**src/rtl/conv_tx_core_param_if.sv**
```systemverilog
// conv_tx_core_param_if: frame control, input bit stream and coded output stream of the transmit core.
// CONV_TX_SCR_BYPASS_EN adds the scr_bypass control.
interface conv_tx_core_param_if #(
   parameter int LEN_W = 16,
   parameter int SCR_W = 7
);
   logic start, in_bit, in_valid, in_ready, out_bit, out_valid, out_ready, out_last, busy, frame_done;
   logic [LEN_W-1:0] frame_len;
   logic [SCR_W-1:0] seed;
   logic [1:0] rate_mode;
`ifdef CONV_TX_SCR_BYPASS_EN
   logic scr_bypass;
`endif
   modport master (
`ifdef CONV_TX_SCR_BYPASS_EN
      output scr_bypass,
`endif
      output start, frame_len, seed, rate_mode, in_bit, in_valid, out_ready,
      input in_ready, out_bit, out_valid, out_last, busy, frame_done
   );
   modport slave (
`ifdef CONV_TX_SCR_BYPASS_EN
      input scr_bypass,
`endif
      input start, frame_len, seed, rate_mode, in_bit, in_valid, out_ready,
      output in_ready, out_bit, out_valid, out_last, busy, frame_done
   );
endinterface

```
**src/rtl/conv_tx_core_param.sv**
```systemverilog
// conv_tx_core_param: scrambler -> rate-1/2 convolutional encoder -> puncturer with zero tail and 2-bit output serializer.
// Optional CONV_TX_SCR_BYPASS_EN adds a per-frame scrambler bypass.
module conv_tx_core_param #(
   parameter int K = 7,
   parameter logic [K-1:0] G0 = 7'b1011011,
   parameter logic [K-1:0] G1 = 7'b1111001,
   parameter int SCR_W = 7,
   parameter logic [1:SCR_W] SCR_TAPS = 7'b0001001,
   parameter int LEN_W = 16
) (
   input logic Clk,
   input logic reset,
   conv_tx_core_param_if.slave bus
);
   localparam int TW = $clog2(K - 1) > 0 ? $clog2(K - 1) : 1;
   typedef enum logic [1:0] {IDLE, DATA, TAIL, DRAIN} state_t;
   state_t state;
   logic [1:SCR_W] s;
   logic [K-2:0] hist;
   logic [1:0] rate, phase, phase_nx, ser, ser_last, ser_cnt;
   logic [LEN_W-1:0] len, bit_cnt;
   logic [TW-1:0] tail_cnt;
   logic done, byp, fb, b, a_bit, b_bit, keep_a, keep_b, both, slot, step, pop, last_step;
`ifdef CONV_TX_SCR_BYPASS_EN
   always_ff @(posedge Clk)
      byp <= reset ? 1'b0 : (state == IDLE && bus.start) ? bus.scr_bypass : byp;
`else
   assign byp = 1'b0;
`endif
   always_comb begin
      fb = ^(s & SCR_TAPS);
      b = (state == DATA) & (bus.in_bit ^ (fb & ~byp));
      a_bit = ^({b, hist} & G0);
      b_bit = ^({b, hist} & G1);
      keep_a = phase != 2'd2;
      keep_b = phase != 2'd1;
      both = keep_a && keep_b;
      // a new step may load only when the serializer is empty or drains its last bit this cycle
      slot = ser_cnt == 2'd0 || (ser_cnt == 2'd1 && bus.out_ready);
      step = slot && (state == TAIL || (state == DATA && bus.in_valid));
      pop = ser_cnt != 2'd0 && bus.out_ready;
      last_step = state == TAIL && tail_cnt == TW'(K - 2);
      phase_nx = rate == 2'd1 ? {1'b0, ~phase[0]} : (rate == 2'd2 && phase != 2'd2) ? phase + 2'd1 : 2'd0;
   end
   assign bus.in_ready = state == DATA && slot;
   assign bus.out_valid = ser_cnt != 2'd0;
   assign bus.out_bit = ser[0];
   assign bus.out_last = ser_last[0];
   assign bus.busy = state != IDLE;
   assign bus.frame_done = done;
   always_ff @(posedge Clk) begin
      if (reset) begin
         state <= IDLE;
         s <= '0;
         hist <= '0;
         rate <= 2'd0;
         phase <= 2'd0;
         ser <= 2'd0;
         ser_last <= 2'd0;
         ser_cnt <= 2'd0;
         len <= '0;
         bit_cnt <= '0;
         tail_cnt <= '0;
         done <= 1'b0;
      end else begin
         done <= 1'b0;
         if (step) begin
            hist <= {b, hist[K-2:1]};
            phase <= phase_nx;
            ser <= {both ? b_bit : 1'b0, keep_a ? a_bit : b_bit};
            ser_last <= {both && last_step, !both && last_step};
            ser_cnt <= both ? 2'd2 : 2'd1;
         end else if (pop) begin
            ser <= {1'b0, ser[1]};
            ser_last <= {1'b0, ser_last[1]};
            ser_cnt <= ser_cnt - 2'd1;
         end
         case (state)
            IDLE: if (bus.start) begin
               state <= bus.frame_len == '0 ? TAIL : DATA;
               s <= bus.seed;
               hist <= '0;
               phase <= 2'd0;
               bit_cnt <= '0;
               tail_cnt <= '0;
               len <= bus.frame_len;
               rate <= bus.rate_mode == 2'd3 ? 2'd0 : bus.rate_mode;
            end
            DATA: if (step) begin
               s <= {fb, s[1:SCR_W-1]};
               bit_cnt <= bit_cnt + LEN_W'(1);
               if (bit_cnt == len - LEN_W'(1)) state <= TAIL;
            end
            TAIL: if (step) begin
               tail_cnt <= tail_cnt + TW'(1);
               if (last_step) state <= DRAIN;
            end
            DRAIN: if (pop && ser_cnt == 2'd1) begin
               state <= IDLE;
               done <= 1'b1;
            end
         endcase
      end
   end
endmodule

```
**src/flat_wrapper.sv**
```systemverilog
// flat-port wrapper written by rule: the top's interface ports become plain ports
module conv_tx_core_param_flat 
#(
   parameter int K = 7,
   parameter logic [K-1:0] G0 = 7'b1011011,
   parameter logic [K-1:0] G1 = 7'b1111001,
   parameter int SCR_W = 7,
   parameter logic [1:SCR_W] SCR_TAPS = 7'b0001001,
   parameter int LEN_W = 16
)
  (Clk, reset, bus_start, bus_frame_len, bus_seed, bus_rate_mode, bus_in_bit, bus_in_valid, bus_out_ready, bus_in_ready, bus_out_bit, bus_out_valid, bus_out_last, bus_busy, bus_frame_done);
  conv_tx_core_param_if #(.LEN_W(LEN_W), .SCR_W(SCR_W)) bus_i ();
  input logic Clk;
  input logic reset;
  input wire logic [$bits(bus_i.start)-1:0] bus_start;
  input wire logic [$bits(bus_i.frame_len)-1:0] bus_frame_len;
  input wire logic [$bits(bus_i.seed)-1:0] bus_seed;
  input wire logic [$bits(bus_i.rate_mode)-1:0] bus_rate_mode;
  input wire logic [$bits(bus_i.in_bit)-1:0] bus_in_bit;
  input wire logic [$bits(bus_i.in_valid)-1:0] bus_in_valid;
  input wire logic [$bits(bus_i.out_ready)-1:0] bus_out_ready;
  output wire logic [$bits(bus_i.in_ready)-1:0] bus_in_ready;
  output wire logic [$bits(bus_i.out_bit)-1:0] bus_out_bit;
  output wire logic [$bits(bus_i.out_valid)-1:0] bus_out_valid;
  output wire logic [$bits(bus_i.out_last)-1:0] bus_out_last;
  output wire logic [$bits(bus_i.busy)-1:0] bus_busy;
  output wire logic [$bits(bus_i.frame_done)-1:0] bus_frame_done;
  assign bus_i.start = bus_start;
  assign bus_i.frame_len = bus_frame_len;
  assign bus_i.seed = bus_seed;
  assign bus_i.rate_mode = bus_rate_mode;
  assign bus_i.in_bit = bus_in_bit;
  assign bus_i.in_valid = bus_in_valid;
  assign bus_i.out_ready = bus_out_ready;
  assign bus_in_ready = bus_i.in_ready;
  assign bus_out_bit = bus_i.out_bit;
  assign bus_out_valid = bus_i.out_valid;
  assign bus_out_last = bus_i.out_last;
  assign bus_busy = bus_i.busy;
  assign bus_frame_done = bus_i.frame_done;
  conv_tx_core_param #(.K(K), .G0(G0), .G1(G1), .SCR_W(SCR_W), .SCR_TAPS(SCR_TAPS), .LEN_W(LEN_W)) u_core (.Clk(Clk), .reset(reset), .bus(bus_i));
endmodule
```
**config.mk**
```make
export PLATFORM = sky130hd
export DESIGN_NAME = conv_tx_core_param_flat
export DESIGN_NICKNAME = d
export VERILOG_FILES = /design/src/rtl/conv_tx_core_param_if.sv /design/src/rtl/conv_tx_core_param.sv /design/src/flat_wrapper.sv
export SDC_FILE = /design/constraint.sdc
export NUM_CORES = 1
export LEC_CHECK = 0
export CORE_MARGIN = 2
export CORE_UTILIZATION = 30
export DETAILED_ROUTE_END_ITERATION = 8
export GPL_TIMING_DRIVEN = 1
export PLACE_DENSITY = 0.51
export SYNTH_ARGS = -nofsm -noshare
export SYNTH_HDL_FRONTEND = slang
export SYNTH_SLANG_ARGS = --single-unit
export TNS_END_PERCENT = 100
```
**constraint.sdc**
```tcl
create_clock -name Clk -period 7.9 [get_ports Clk]
set_input_delay 0.79 -clock Clk [delete_from_list [all_inputs] [get_ports Clk]]
set_output_delay 0.79 -clock Clk [all_outputs]
set_load 0.01 [all_outputs]
```
==> out/results.ini <==
[timing]
rsz0062_at_grt = false
slew_viol_final = 0
final-setup-viol-count = 0
fin_skew_ns = 0.00693
max_slew.worst_pin.slew_ns = 1.06
fmax_mhz = 312
slew-limit-headroom_pct = 28.9
hold_viol = 0
timing.final.crit_share_pct = 40.6
tns_ns = 0
fin_hold_ws_ns = 0.459
min_period_ns = 3.20

[clock_network]
cts_resized = 0
clk_pin_slew_ns = 0.06
clk_latency_ns = 0.34
clock_path_buffers = 2
postCtsSetupBuffers = 0
cts_root_buf = clkbuf_16
cts_made_buffers = 9
cts_hold_buf = 0
tritoncts = done
cts.sinks = 61
htree_levels = 3

[setup_path]
end_kind = output pin
crit_fanout = 14
worst_ep_arrival_time_ns = 2.41
crit_required_ns = 7.11
critPathLaunchType = flop
path_class = flop to output pin

[placed_design]
io_buffer_count = 36
hpwl_um = 5840
gp_congestion = 0.741

[final_layout]
layout_common_cells = nand2_1 (61), dfxtp_1 (61), nor2_1 (55), a21oi_1 (36), clkdlybuf4s50_1 (36)
area_growth_syn_to_layout_pct = 22.9
diodes = 0
drive_above_1_share_pct = 6.42
final_nets = 489
fillers = 1138

[floorplanning]
rows = 38
initial_core_util_pct = 31.0
ios = 37
die_w_um = 110
dieHeight_um = 110
core_um2 = 10900
dieArea_um2 = 12200

[global_routing]
antenna_found_initial = 0
grt_overflow = 0
grt_usage_pct = 14.5
grt_max_degree = 44
grt_pass1_wl_um = 13500
grt_pass1_vias = 2795

[synth]
syn_inst = 423
syn_nets = 465
yosysWarningCount = 0
synth-seq-area-share_pct = 36.0
syn_avg_cell_area_um2 = 8.02
synth_flop_cell = dfxtp_1
syn-cell-area_um2 = 3390
synth-edff-count = 0
ys_ff_latch = 61
yosysUniqueCellTypes = 49
synthArstFlopShare_pct = 0

[pwr]
powerDensity_nw_per_um2 = 299
total_power_mw = 1.25
ir_drop_v = 0.000161
p_leak_nw = 1.55

[flow_run]
drv_cap = 0

[route]
ant_nets = 0
drc = 0
drt_iter0_drc = 99
vias = 2886
wl_per_cell_um = 13.3
dr.pass1.iters = 4
finalWirelength_um = 7880
avgViaCountPerCell = 4.88

[outcome]
status = complete, no violations

[worst_hold_path]
hold_class = flop to flop

-- layer usage --
metal  part of all wire, %  GRT usage (%)  vias to the layer above
li1                      -              -                     1501
met1                    47           18.0                     1336
met2                    47           23.7                       38
met3                   3.6           4.23                       11
met4                   1.6           5.36                        0
met5                     0              0                        -
-- path summary, 6_finish.rpt --
kind | slack, ns | start | end | cells after the start
setup / recovery | 4.70 | u_core.state[1]$_SDFFE_PP0P_ | bus_in_ready | 5
setup reg to reg | 4.93 | u_core.state[1]$_SDFFE_PP0P_ | u_core.state[0]$_SDFFE_PP0P_ | 9
hold / removal | 0.46 | u_core.hist[2]$_SDFF_PP0_ | u_core.hist[2]$_SDFF_PP0_ | 2
hold reg to reg | 0.46 | u_core.hist[2]$_SDFF_PP0_ | u_core.hist[2]$_SDFF_PP0_ | 2
-- metrics by stage --
step           setup WS, ns  instances  utilization, %  instance area, um2
2_1_floorplan          5.40        423               -                3390
3_3_place_gp           4.76        576            35.1                3840
3_5_place_dp           4.68        576            35.1                3840
4_1_cts                4.67        592            38.1                4170
5_1_grt                4.53        592            38.1                4170
6_report               4.70        592            38.1                4170
-- cells in the mapped netlist, types with 2 or more instances --
cell      count  share of area (%)
nand4b_1      2               0.52
mux2_1        3                1.0
nand3_1      15                2.2
mux2_2        4                1.3
o32a_1        2               0.59
nand3b_1      3               0.66
clkbuf_1     17                1.9
inv_1        13                1.4
nand2_1      61                6.7
o21ai_0       8                1.2
xnor2_1      21                5.4
nor4_1        5               0.92
dfxtp_1      61                 36
ha_1         11                4.1
nor2_1       55                6.1
nor2b_1       3               0.55
a31oi_1       5               0.92
and3_1        6                1.1
buf_1         5               0.55
xor2_1       25                6.5
mux2i_1      11                3.2
nand4_1       7                1.3
a211oi_1      9                2.0
a21oi_1      36                5.3
nor3_1       11                1.6
-- final cells by class --
class / count / area (um2) / area share, %
clock buffers: 10 / 239 / 5.73
repair buffers: 37 / 368 / 8.82
well taps: 140 / 175 / 4.20
flip-flops and latches: 61 / 1220 / 29.3
clock inverters: 6 / 93.8 / 2.25
multi-input cells: 325 / 2020 / 48.5
inverters: 13 / 48.8 / 1.17
-- worst max-delay path, cell delays in order (launching register included) --
cell and delay [ns]:
dfxtp_1 0.33, inv_1 0.09, ha_1 0.62, inv_1 0.26, nor2_1 0.21, clkdlybuf4s50_1 0.57
-- report_power, final --
group / internal, mW / switching, mW / total (mW) / leakage [nW]
Clock: 0.287 / 0.149 / 0.436 / 0.160
Combinational: 0.176 / 0.242 / 0.418 / 0.891
Sequential: 0.351 / 0.0428 / 0.394 / 0.496
-- kinds of logic after synthesis --
kind of cell	count (synthesis)	share of synthesized area, %
simple gates	181	25.7
xor+xnor	46	11.9
mux	18	5.57
flops	61	36.0
compound gates	69	12.4
fa+ha+maj	11	4.06
buf+inv	37	4.35
-- state kept, by name, indices dropped and copies added, names as in the netlist, 3 cells and up --
| name | flops |
|---|---|
| u_core.tail_cnt | 3 |
| u_core.bit_cnt | 16 |
| u_core.hist | 6 |
| u_core.len | 16 |
| u_core.s | 7 |
(Power assumes the default switching activity.)
==> RTL change 1, RTL diff (same settings) <==
Encoding of `state_t`: now one-hot (4 bits for 4 states).
--- a/src/rtl/conv_tx_core_param.sv
+++ b/src/rtl/conv_tx_core_param.sv
@@ -13,7 +13,7 @@
    conv_tx_core_param_if.slave bus
 );
    localparam int TW = $clog2(K - 1) > 0 ? $clog2(K - 1) : 1;
-   typedef enum logic [1:0] {IDLE, DATA, TAIL, DRAIN} state_t;
+   typedef enum logic [3:0] {IDLE = 4'b0001, DATA = 4'b0010, TAIL = 4'b0100, DRAIN = 4'b1000} state_t;
    state_t state;
    logic [1:SCR_W] s;
    logic [K-2:0] hist;
Formal check against the unedited RTL: same outputs for any inputs over 10 cycles, from zero or initial values and one cycle with reset high; not proved beyond that.
==> RTL change 1 against the unedited design <==
Setup slack improved by 170 ps; synthesized area increased by 2.4%; synthesized cell count fell by 0.24%; critical path type is now in -> out; total power rose by 5.7%; die area grew 2.3%; routed wire length up 10%; sequential power up 7.9%; cell area up 2.5%; hold slack gained 20 ps; sequential share of layout area up 0.23 points; non-clock buffer count up 2; sequential cell count rose by 2.
==> RTL change 1: results (changes against the unedited design) <==
=====================================================================================
Share of async-settable or async-resettable flops after synthesis ......           0%   unchanged
Number of fillers in the final layout ..................................         1183   +4.0%
DRT Pass-1 Iters .......................................................            4   unchanged
Distinct cell type count of the synthesized netlist ....................           52   +6.1%
Arrival @ worst endpoint ...............................................      2250 ps   -160 ps
Number of buffers created by CTS .......................................            9   unchanged
Via total after detailed routing .......................................         3013   +4.4%
Max Fanout on Critical Path ............................................            4   -10
Fraction of the mapped netlist area in adder cells .....................        2.52%   -1.5 points
Transition time at the pin with the least slew margin ..................       910 ps   -152 ps
Total setup buffers inserted after CTS .................................            0   unchanged
Number of global-route vias before repair ..............................         2921   +4.5%
Slowest stage cell, crit path .......................................... clkdlybuf4s50_1
Overall fraction of global-route tracks in use .........................        14.6%   +0.068 points
Number of nets in the final layout .....................................          488   -0.20%
Number of buffers inserted by port buffering ...........................           36   unchanged
Layout cell share with drive strength beyond 1 .........................        7.03%   +0.62 points
Largest net degree at the start of global routing ......................           38   -14%
Worst ir drop on vdd ...................................................       117 uV   -27%
Net switching power figure .............................................       501 uW   +15%
Total Wirelength .......................................................      8.68 mm   +10%
Syn_nets ...............................................................          460   -1.1%
Most common library cells after synthesis .............................. dfxtp_1 (63), nand2_1 (60), nor2_1 (51), a21oi_1 (29), xor2_1 (29)
Clock-pin slew of the registers on the worst-case setup and hold paths .        50 ps
Slowest cell delay on critical path ....................................       550 ps   -70 ps
Top flop regs .......................................................... u_core.bit_cnt (16), u_core.len (16), u_core.s (7)
Critical path's top delay family ....................................... buffers and inverters
DRC violation total after the first TritonRoute iteration ..............          152   +54%
Wire length of the first global-routing pass ...........................      14.6 mm   +8.4%
Leakage ................................................................      1.53 nW   -0.87%
Result of the run ......................................................    completed
Latest clock arrival within the worst-skew pair ........................       330 ps
Number of gates resized after cts ......................................            0   unchanged
Fraction of the yosys area taken by sequential cells ...................        36.3%   +0.31 points
Xor-xnor portion of the synthesized cell area ..........................        12.1%   +0.23 points
Area fraction in compound gates after synthesis ........................        12.6%   +0.18 points
Worst clock skew .......................................................      6.53 ps   -0.392 ps
Synth Warn # ...........................................................            0   unchanged
Final weighted congestion in routability-driven placement ..............        0.861   +16%
Half-perimeter wire length of the detailed placement result ............      6.38 mm   +9.2%
Antenna violations before repair .......................................            0   unchanged
Top post-synthesis cells by area ....................................... dfxtp_1 (36%), xor2_1 (7.3%), nand2_1 (6.5%)
Mux contribution to synthesized area ...................................        5.55%   -0.022 points
Clock tree root buffer cell ............................................    clkbuf_16
=====================================================================================
RTL change 1: metrics by stage:
step           power, mW  worst slack (ps)  cell area [um2]  cells  utilization [%]
2_1_floorplan      0.782              5540             3470    422                -
3_3_place_gp       0.914              4600             3970    582             34.9
3_5_place_dp       0.922              4550             3970    582             34.9
4_1_cts             1.33              4870             4270    598             37.6
5_1_grt             1.40              4650             4270    598             37.6
6_report            1.32              4860             4270    598             37.6
RTL change 1: path summary, 6_finish.rpt:
kind                                     start                           end  slack [ps]  cells after the start
hold reg to reg    u_core.len[15]$_SDFFE_PP0P_   u_core.len[15]$_SDFFE_PP0P_         480                      2
setup reg to reg  u_core.state[0]$_SDFFE_PP1P_  u_core.state[1]$_SDFFE_PP0P_        4950                      7
hold / removal     u_core.len[15]$_SDFFE_PP0P_   u_core.len[15]$_SDFFE_PP0P_         480                      2
setup / recovery                 bus_out_ready                  bus_in_ready        4860                      4
RTL change 1: power by group through the flow:
stage / sequential, mW / clock [mW] / combinational, mW
floorplan: 0.403 / 0 / 0.380
global placement: 0.429 / 0 / 0.486
detailed placement: 0.430 / 0 / 0.492
CTS: 0.424 / 0.411 / 0.494
global route: 0.432 / 0.427 / 0.544
finish: 0.425 / 0.403 / 0.492
RTL change 1: layout make-up:
cell class / instances / share of cell area, %
clock buffers: 9 / 5.27
clock inverters: 7 / 1.87
inverters: 12 / 1.05
multi-input cells: 325 / 49.1
flip-flops and latches: 63 / 29.5
well taps: 143 / 4.19
repair buffers: 39 / 8.96
RTL change 1: routing by layer:
layer | share of wire [%] | track usage [%]
met5 | 0 | 0
met2 | 45 | 23.4
met3 | 3.7 | 3.27
met1 | 48 | 18.8
met4 | 2.8 | 6.34
==> RTL change 2, RTL diff (same flow settings) <==
Made on the original files. `SCR_W` is set to 7 in 3 places; all go to 14.
--- a/src/rtl/conv_tx_core_param_if.sv
+++ b/src/rtl/conv_tx_core_param_if.sv
@@ -2,7 +2,7 @@
 // CONV_TX_SCR_BYPASS_EN adds the scr_bypass control.
 interface conv_tx_core_param_if #(
    parameter int LEN_W = 16,
-   parameter int SCR_W = 7
+   parameter int SCR_W = 14
 );
    logic start, in_bit, in_valid, in_ready, out_bit, out_valid, out_ready, out_last, busy, frame_done;
    logic [LEN_W-1:0] frame_len;
--- a/src/rtl/conv_tx_core_param.sv
+++ b/src/rtl/conv_tx_core_param.sv
@@ -4,7 +4,7 @@
    parameter int K = 7,
    parameter logic [K-1:0] G0 = 7'b1011011,
    parameter logic [K-1:0] G1 = 7'b1111001,
-   parameter int SCR_W = 7,
+   parameter int SCR_W = 14,
    parameter logic [1:SCR_W] SCR_TAPS = 7'b0001001,
    parameter int LEN_W = 16
 ) (
--- a/src/flat_wrapper.sv
+++ b/src/flat_wrapper.sv
@@ -4,7 +4,7 @@
    parameter int K = 7,
    parameter logic [K-1:0] G0 = 7'b1011011,
    parameter logic [K-1:0] G1 = 7'b1111001,
-   parameter int SCR_W = 7,
+   parameter int SCR_W = 14,
    parameter logic [1:SCR_W] SCR_TAPS = 7'b0001001,
    parameter int LEN_W = 16
 )
Interface: changed (resized bus_seed); port bits go from 37 to 44. No check against the original RTL was run, so the function may have changed too.
==> RTL change 2 against the unedited design <==
Sequential cell count is 7 higher; first-iteration DRC count is 19% higher; setup slack worse by 130 ps; routed wire length is 5.4% higher; total power is 13% higher; clock skew is 0.89 ps lower; synthesized area is 6.7% higher; critical endpoint is now u_core.bit_cnt[12]$_SDFFE_PP0P_; combinational power is 15% higher; cell area is 8.3% higher.
==> RTL change 2: results (changes against the unedited design) <==
==========================================================================
Detailed-routing wirelength on met1 .........................      4.09 mm   +9.4%
Footprint of the multi-input gates ..........................     2110 um2   +4.1%
Worst ir drop on vdd ........................................       212 uV   +31%
Final instance count without filler cells ...................          624   +5.4%
Top flop regs ............................................... u_core.bit_cnt (16), u_core.len (16), u_core.s (14)
Worst setup startpoint ...................................... bus_out_ready
Hold Crit Endpoint .......................................... u_core.hist[1]$_SDFF_PP0_
Hold slack ..................................................       451 ps   -8.16 ps
Number of nets in the final layout ..........................          521   +6.5%
Number of buffers inserted by port buffering ................           43   +19%
Critical path's top delay family ............................ simple AND/OR/NAND/NOR gates
Slowest stage cell, crit path ...............................      a21oi_4
Result of the run ...........................................    completed
Arrival @ worst endpoint ....................................      3590 ps   +1180 ps
Number of fillers in the final layout .......................         1264   +11%
Overall fraction of global-route tracks in use ..............        13.6%   -0.89 points
Number of cells after detailed placement ....................          608   +5.6%
Area fraction in compound gates after synthesis .............        14.6%   +2.2 points
Worst reg2reg startpoint .................................... u_core.state[0]$_SDFFE_PP0P_
Met3 routed WL ..............................................       228 um   -19%
Distinct cell type count of the synthesized netlist .........           50   +2.0%
Power drawn by the combinational cells ......................       480 uW   +15%
Wirelength per Cell .........................................      13.3 um   about the same
Half-perimeter wire length of the detailed placement result .      5.84 mm   about the same
Worst slack at placement ....................................      4220 ps   -458 ps
Layout cell share with drive strength beyond 1 ..............        6.71%   +0.29 points
Slowest cell delay on critical path .........................       790 ps   +170 ps
Transition time at the pin with the least slew margin .......      1000 ps   -58.4 ps
Worst clock skew ............................................      6.04 ps   -0.887 ps
Top post-synthesis cells by area ............................ dfxtp_1 (38%), nand2_1 (6.6%), xor2_1 (5.8%)
Flop+latch power ............................................       447 uW   +13%
Xor-xnor portion of the synthesized cell area ...............        10.2%   -1.7 points
Number of cells on the worst reg-to-reg path ................            8   -1
Max Fanout on Critical Path .................................           36   +22
DRC violation total after the first TritonRoute iteration ...          118   +19%
Share of total power in combinational logic .................        34.1%   +0.6 points
Leakage .....................................................      1.66 nW   +7.0%
Met2 layer wire length in the routed design .................      3.87 mm   +3.5%
Number of instances in the synthesized netlist ..............          438   +3.5%
==========================================================================
RTL change 2: changes by cell type after synthesis, sizes merged, moves of 3 or more:
cell,before,now
a21oi,36,39
o21bai,0,3
mux2i,11,18
nor3,12,8
a211oi,9,18
nand2,61,64
dfxtp,61,68
or3,0,3
nor2,55,48
mux2,7,4
a31oi,6,3
nand3b,3,7
xnor2,21,18
RTL change 2: area by class of cell:
type                    count  share of cell area, %
clock buffers              11                   5.60
clock inverters             5                   2.38
inverters                  15                   1.25
multi-input cells         333                   46.7
flip-flops and latches     68                   30.1
well taps                 147                   4.07
repair buffers             45                   9.86
RTL change 2: per-layer routing:
metal | track usage (%) | up-vias
met2 | 22.1 | 39
li1 | - | 1581
met1 | 17.6 | 1416
met3 | 3.40 | 10
met5 | 0 | -
met4 | 4.63 | 0
RTL change 2: tightest hold or removal path, stage by stage, from the launching register on:
cell	delay (ps)
dfxtp_1	300
nand2_1	50
a21oi_1	50
